$ cat config.mk
export PLATFORM = sky130hd
export DESIGN_NAME = writeback_buffer
export DESIGN_NICKNAME = d
export VERILOG_FILES = /design/src/rtl/writeback_buffer.sv
export SDC_FILE = /design/constraint.sdc
export NUM_CORES = 1
export LEC_CHECK = 0
export CAP_MARGIN = 40
export CORE_ASPECT_RATIO = 0.6
export CORE_MARGIN = 3
export CORE_UTILIZATION = 45
export DETAILED_ROUTE_END_ITERATION = 6
export HOLD_SLACK_MARGIN = 0.08
export PLACE_DENSITY = 0.74
export SYNTH_ARGS = -nofsm -noshare
export SYNTH_HDL_FRONTEND = slang
export SYNTH_SLANG_ARGS = --single-unit
$ cat constraint.sdc
create_clock -name clk -period 2.68 [get_ports clk]
set_input_delay 0.268 -clock clk [delete_from_list [all_inputs] [get_ports clk]]
set_output_delay 0.268 -clock clk [all_outputs]
set_load 0.05 [all_outputs]
$ cat src/rtl/writeback_buffer.sv
// writeback_buffer: FIFO of {rd, data} results draining into the register file write port
//   Yields to decode reads (rd_req) unless the queue has waited STARVE_MAX cycles.
//   Optional bypass lookup of pending results when WB_BYPASS_EN is defined.
//   Ports:
//     clk, rst                         clock, async active-high reset
//     in_valid/in_ready/in_rd/in_data  result push from execute
//     rd_req/rd_stall                  decode read request and its denial
//     rf_write/rf_rd/rf_data           register file write port
//     count                            occupancy
//     q_rs/q_rt, fwd_*_hit/fwd_*_data  bypass lookup of pending entries
module writeback_buffer #(
   parameter int DEPTH      = 4,
   parameter int ADDR_W     = 6,
   parameter int DATA_W     = 32,
   parameter int STARVE_MAX = 8
) (
   input  logic                     clk,
   input  logic                     rst,
   input  logic                     in_valid,
   output logic                     in_ready,
   input  logic [ADDR_W-1:0]        in_rd,
   input  logic [DATA_W-1:0]        in_data,
   input  logic                     rd_req,
   output logic                     rd_stall,
   output logic                     rf_write,
   output logic [ADDR_W-1:0]        rf_rd,
   output logic [DATA_W-1:0]        rf_data,
   output logic [$clog2(DEPTH):0]   count,
   input  logic [ADDR_W-1:0]        q_rs,
   input  logic [ADDR_W-1:0]        q_rt,
   output logic                     fwd_rs_hit,
   output logic                     fwd_rt_hit,
   output logic [DATA_W-1:0]        fwd_rs_data,
   output logic [DATA_W-1:0]        fwd_rt_data
);
   localparam int PTR_W = $clog2(DEPTH);
   localparam int CNT_W = PTR_W + 1;
   localparam int SW    = $clog2(STARVE_MAX + 1);
   logic [ADDR_W-1:0] ent_rd_q   [DEPTH];
   logic [DATA_W-1:0] ent_data_q [DEPTH];
   logic [PTR_W-1:0]  wr_ptr_q, wr_ptr_d, rd_ptr_q, rd_ptr_d;
   logic [CNT_W-1:0]  count_q, count_d;
   logic [SW-1:0]     starve_q, starve_d;
   logic              push, drain;
   always_comb begin
      in_ready = count_q != CNT_W'(DEPTH);
      push     = in_valid && in_ready;
      drain    = (count_q != '0) && (!rd_req || starve_q == SW'(STARVE_MAX));
      rf_write = drain;
      rd_stall = rd_req && drain;
      rf_rd    = ent_rd_q[rd_ptr_q];
      rf_data  = ent_data_q[rd_ptr_q];
      count    = count_q;
      wr_ptr_d = push  ? wr_ptr_q + PTR_W'(1) : wr_ptr_q;
      rd_ptr_d = drain ? rd_ptr_q + PTR_W'(1) : rd_ptr_q;
      count_d  = count_q + CNT_W'(push) - CNT_W'(drain);
      // A non-empty queue that is not draining is necessarily yielding below STARVE_MAX
      starve_d = (drain || count_q == '0) ? '0 : starve_q + SW'(1);
   end
   always_ff @(posedge clk or posedge rst) begin
      if (rst) begin
         wr_ptr_q <= '0;
         rd_ptr_q <= '0;
         count_q  <= '0;
         starve_q <= '0;
      end else begin
         wr_ptr_q <= wr_ptr_d;
         rd_ptr_q <= rd_ptr_d;
         count_q  <= count_d;
         starve_q <= starve_d;
      end
   end
   // Entry storage is deliberately left unreset; occupancy alone decides validity
   always_ff @(posedge clk) begin
      if (push) begin
         ent_rd_q[wr_ptr_q]   <= in_rd;
         ent_data_q[wr_ptr_q] <= in_data;
      end
   end
`ifdef WB_BYPASS_EN
   // Scan oldest to newest so the newest match wins; this cycle's push is not yet stored
   always_comb begin
      fwd_rs_hit  = 1'b0;
      fwd_rt_hit  = 1'b0;
      fwd_rs_data = '0;
      fwd_rt_data = '0;
      for (int i = 0; i < DEPTH; i++) begin
         if (CNT_W'(i) < count_q && ent_rd_q[rd_ptr_q + PTR_W'(i)] == q_rs) begin
            fwd_rs_hit  = 1'b1;
            fwd_rs_data = ent_data_q[rd_ptr_q + PTR_W'(i)];
         end
         if (CNT_W'(i) < count_q && ent_rd_q[rd_ptr_q + PTR_W'(i)] == q_rt) begin
            fwd_rt_hit  = 1'b1;
            fwd_rt_data = ent_data_q[rd_ptr_q + PTR_W'(i)];
         end
      end
   end
`else
   logic unused_q;
   assign unused_q    = ^{q_rs, q_rt};
   assign fwd_rs_hit  = 1'b0;
   assign fwd_rt_hit  = 1'b0;
   assign fwd_rs_data = '0;
   assign fwd_rt_data = '0;
`endif
endmodule

== Word level (Yosys, flattened, before mapping) ==
Memory sizes are Yosys's and may differ from the RTL's.
Cells that the tools add are included.

* Register bits after elaboration: 11
* Bits in latches: 0
* Bits in writable memories: 152
* Bits in read-only memories: 0
* Input port bits: 54
* Output and inout bits: 110
* Word-level logic and storage cells: 24
* Memories: 2

{| class="wikitable"
|+ Memory list
! name !! depth !! bits a word !! rd ports !! clocked after memory_dff !! wr ports !! RTL line !! RTL
|-
| ent_data_q || 4 || 32 || 1 || 0 || 1 || 40 || <nowiki>logic [DATA_W-1:0] ent_data_q [DEPTH];</nowiki>
|-
| ent_rd_q || 4 || 6 || 1 || 0 || 1 || 39 || <nowiki>logic [ADDR_W-1:0] ent_rd_q [DEPTH];</nowiki>
|}

* $add $sub $neg: 5
* Multipliers: 0
* Divide/modulo/power cells: 0
* Magnitude comparators: 0
* Equal/unequal tests: 2
* Shifts and indexed selects: 0
* Multiplexer cells: 3
* Bitwise logic cells: 0
* Reduce and logical (&&, ||, !) cells: 8

{| class="wikitable"
|+ Operator list
! operator !! number
|-
| $add A2 B1 Y2 const B || 2
|-
| $add A4 B1 Y4 const B || 1
|-
| $eq A4 B4 Y1 const B || 1
|-
| $mux W4 || 1
|-
| $add A3 B1 Y3 || 1
|-
| $logic_and A1 B1 Y1 || 3
|-
| $logic_not A3 Y1 || 1
|-
| $ne A3 B3 Y1 const B || 1
|-
| $reduce_bool A3 Y1 || 1
|-
| $sub A3 B1 Y3 || 1
|-
| $logic_or A1 B1 Y1 || 2
|-
| $mux W1 || 2
|-
| $logic_not A1 Y1 || 1
|}

== Logic depth before layout (Yosys ltp) ==
Gate-level depths: netlist of the first run.

* Depth in word-level cells: 5
* Gate-level depth with buffers: 10
* Gate-level depth less buffers: 10

== Worst setup path after synthesis of the first run ==
Ideal clock, no wire load.

* Path kind: register to register
* Start: register count_q[1] (netlist: count[1])
* End: register count_q[2] (netlist: count[2])
* Library setup time: 0.145 ns
* Data arrival time: 2.564 ns
* Required time: 2.535 ns
* Path slack: -0.029 ns
* Cell stages (with the launch flop): 9
* Buffers on the path: 0
* Period minus slack after synthesis: 2.709 ns
* Path through: dfrtp_1 nor3_1 a21oi_2 o221a_2 ha_1 inv_1 fa_1 xnor2_1 xnor2_1

* Elaborated cells on any way between the ends: 6
* Classes of those cells: add/sub: 2; eq/ne: 1; reduce/logical: 3

{| class="wikitable"
|+ RTL lines
! what !! RTL line !! RTL
|-
| from (decl) || 42 || <nowiki>logic [CNT_W-1:0] count_q, count_d;</nowiki>
|-
| from (signal assigned) || 69 || <nowiki>count_q <= count_d;</nowiki>
|-
| $reduce_bool A3 Y1 || 48 || <nowiki>drain = (count_q != '0) && (!rd_req || starve_q == SW'(STARVE_MAX));</nowiki>
|-
| $logic_and A1 B1 Y1 || 48 ||
|-
| named net rf_write || 25 || <nowiki>output logic rf_write,</nowiki>
|-
| $sub A3 B1 Y3 || 56 || <nowiki>count_d = count_q + CNT_W'(push) - CNT_W'(drain);</nowiki>
|-
| named net count_d[2] || 42 ||
|}

The timed path passes the listed nets, and every way through them passes these cells.
A chain may end at the register's enable or synchronous reset.

== Final worst setup path of the first run ==
* Start: register starve_q[0]
* End: output rd_stall

* Cells in the longest elaborated chain, start to end: 4

{| class="wikitable"
|+ RTL lines
! what !! RTL line !! RTL
|-
| from (decl) || 43 || <nowiki>logic [SW-1:0] starve_q, starve_d;</nowiki>
|-
| from (signal assigned) || 70 || <nowiki>starve_q <= starve_d;</nowiki>
|-
| $eq A4 B4 Y1 || 48 ||
|-
| $logic_or A1 B1 Y1 || 48 ||
|-
| $logic_and A1 B1 Y1 || 48 ||
|-
| $logic_and A1 B1 Y1 || 50 || <nowiki>rd_stall = rd_req && drain;</nowiki>
|-
| to (decl) || 24 || <nowiki>output logic rd_stall,</nowiki>
|}

Every way passes these cells.

==> results.yml, run 1 <==
die:
  dieArea_um2: 16300
  die_x_um: 163
  coreArea_um2: 14000
  rows: 33
  die_h_um: 100
  ios: 164
  initial_core_util_pct: 47.2
critical_path:
  path_cells: "inv_1, ha_1, nand3b_1, a21oi_4, and2_1, dlygate4sd2_1"
  cpPeakStageDelay_ns: 0.52
  crit_buf_inv: 2
  crit_family: "buffers and inverters"
  start_kind: "register"
  worstPathRequired_ns: 2.41
  cp_max_fo: 5
  critical_path_arrival_ns: 2.21
  critPathKind: "reg2out"
  end_kind: "primary output"
  crit_slowest_cell: "dlygate4sd2_1"
logic_synthesis:
  synth_xor_area_share_pct: 0.925
  synth_top_cell_area_share_pct: 68.8
  synth_mux_area_share_pct: 13.1
  synth-main-ff-cell: "edfxtp_1"
  synth_most_common_cell: "edfxtp_1"
  synth_adder_area_share_pct: 1.62
  synth.avg_cell_area_um2: 20.5
  yosysTopAreaCell: "edfxtp_1"
  synthSimpleGateAreaFrac_pct: 1.53
  synth_top_family_by_area: "multiplexers"
  ys_warn_count: 0
  netlist_area_um2: 6630
  synthTopCellsByArea: "edfxtp_1, mux4_2, buf_4, dfrtp_1, ha_1"
  synthCells: 324
  synth_edf_count: 152
  yosysSeqAreaShare_pct: 73.0
  synth_compound_area_share_pct: 0.679
  async_flop_share_pct: 6.75
  ys_top_cells_by_count: "edfxtp_1, buf_4, mux4_2"
  synthDistinctLibCells: 30
  yosys_register_bits: 163
sta:
  grt_setup_unrepaired: "no"
  setup_violations: 0
  finalCritPeriodShare_pct: 92.3
  hold_ws_ns: 0.206
  finalCriticalPeriod_ns: 2.47
  slew_headroom_pct: 57.6
  clock-skew-final_ns: 0.0229
  drv_slew: 0
  tightestPinTransition_ns: 0.636
  clock.fmax_ghz: 0.404
  hold_violations: 0
  setup_tns_ns: 0
grt:
  grt_pass1_wl_um: 17400
  antenna_found_initial: 0
  grt.overflow.total: 0
  grt_max_degree: 40
  grt_use_total_pct: 14.7
  grt_pass1_vias: 3100
clock_network:
  cts_tree: "built"
  h-tree-depth: 4
  clk_latency_ns: 0.42
  post-cts-setup-buffer-count: 0
  root_buffer: "clkbuf_16"
  postCtsHoldBufs: 0
  cts_inserted_buffers: 17
  clockBufferDepth: 2
  clock-sinks: 163
  clkSlewWorstSetupHoldPaths_ns: 0.06
route:
  routed_wl_um: 11700
  wire_per_inst_um: 18.5
  avgViaCountPerCell: 4.80
  dr.pass1.iters: 4
  num_vias: 3043
  drt_iter0_drc: 341
  final_antenna_net_count: 0
  drc_errors: 0
place:
  hpwl_um: 7350
  globalplace.congestion: 0.703
  port_buffers: 85
cells_and_area:
  areaGrowthSynthToFinish_pct: 20.8
  final_nets: 491
  post_route_cells_drive_above_1_share_pct: 28.5
  antenna_cells: 0
  fill_cells: 1059
power_and_ir_drop:
  leakage_nw: 2.89
  max-vdd-ir-drop_v: 0.000792
  powerDensity_nw_per_um2: 1280
job:
  cap_violations: 0
outcome:
  status: "finished, final reports clean"
hold_path:
  hold_class: "in2async"
## final timing paths
check / start / end / slack (ns) / depth (start not counted)
max in group asynchronous: rst / rd_ptr_q[0] / 2.10 / 2
setup reg to reg: starve_q[0] / count[2] / 0.39 / 10
hold reg to reg: starve_q[0] / starve_q[0] / 0.51 / 1
min in group clk: in_data[2] / ent_data_q[3][2] / 0.48 / 1
setup / recovery: starve_q[0] / rd_stall / 0.21 / 6
hold / removal: rst / starve_q[1] / 0.21 / 2
## cell families after synthesis
kind of cell,count (synthesis)
flip-flops,163
multiplexers,39
other,1
buffers and inverters,84
XOR/XNOR,7
adder cells (fa/ha/maj),8
AND/OR/NAND/NOR,17
AO/OA/AOI/OAI,5
## report_power, final
group	internal (mW)	switching [mW]
sequential	3.37	0.233
clock	1.52	0.921
combinational	1.41	2.76
## cells in the final DEF, fill, tap and decap left out, types with 3 or more instances in the layout
cell,n
and3_2,4
inv_1,8
buf_4,48
mux4_2,38
nor2_1,4
ha_1,7
edfxtp_1,152
clkbuf_16,17
bufinv_16,3
conb_1,66
clkinv_4,3
clkbuf_1,4
dfrtp_1,9
clkdlybuf4s50_1,45
xnor2_1,5
## final cells by class
| type | instances | area (µm²) | share of cell area, % |
|---|---|---|---|
| Clock buffer | 23 | 468 | 5.84 |
| Clock inverter | 9 | 134 | 1.67 |
| Inverter | 9 | 33.8 | 0.422 |
| Multi-Input combinational cell | 142 | 1440 | 18.0 |
| Sequential cell | 163 | 4840 | 60.5 |
| Tap cell | 192 | 240 | 3.00 |
| Timing Repair Buffer | 96 | 848 | 10.6 |
## stage by stage
step           total power, mW  setup slack [ns]  cell area, µm²  util [%]  std cells
5_1_grt                   10.7            0.0667            8010      57.0        634
2_1_floorplan             6.77             0.149            6880         -        389
4_1_cts                   10.3             0.168            8010      57.0        634
3_5_place_dp              7.89             0.354            7410      52.8        602
6_report                  10.2             0.206            8010      57.0        634
3_3_place_gp              7.81             0.396            7410      52.8        602
## state kept, by name (all words and copies together), names as in the netlist
name and count:
count 3, rd_ptr_q 2, ent_data_q 128, ent_rd_q 24, starve_q 4, wr_ptr_q 2
## routing by layer
| layer | routed length (µm) | track usage [%] | share of wire, % |
|---|---|---|---|
| met4 | 93 | 4.68 | 0.79 |
| met5 | 0 | 0 | 0 |
| met3 | 879 | 5.53 | 7.5 |
| met2 | 5620 | 22.4 | 48 |
| met1 | 5120 | 19.9 | 44 |
## timing repair
item / in CTS / in global routing
setup endpoints to repair: 2 / 0
gates resized for setup: 2 / 0
endpoints found under the hold margin: 0 / 0
Note: power is estimated with default switching activity, not from simulation.
==> run 2, diff against run 1 <==
- SLEW_MARGIN: unset -> 10
==> results of run 2 <==
The final DEF is identical to that of run 1; final timing and power are the same.
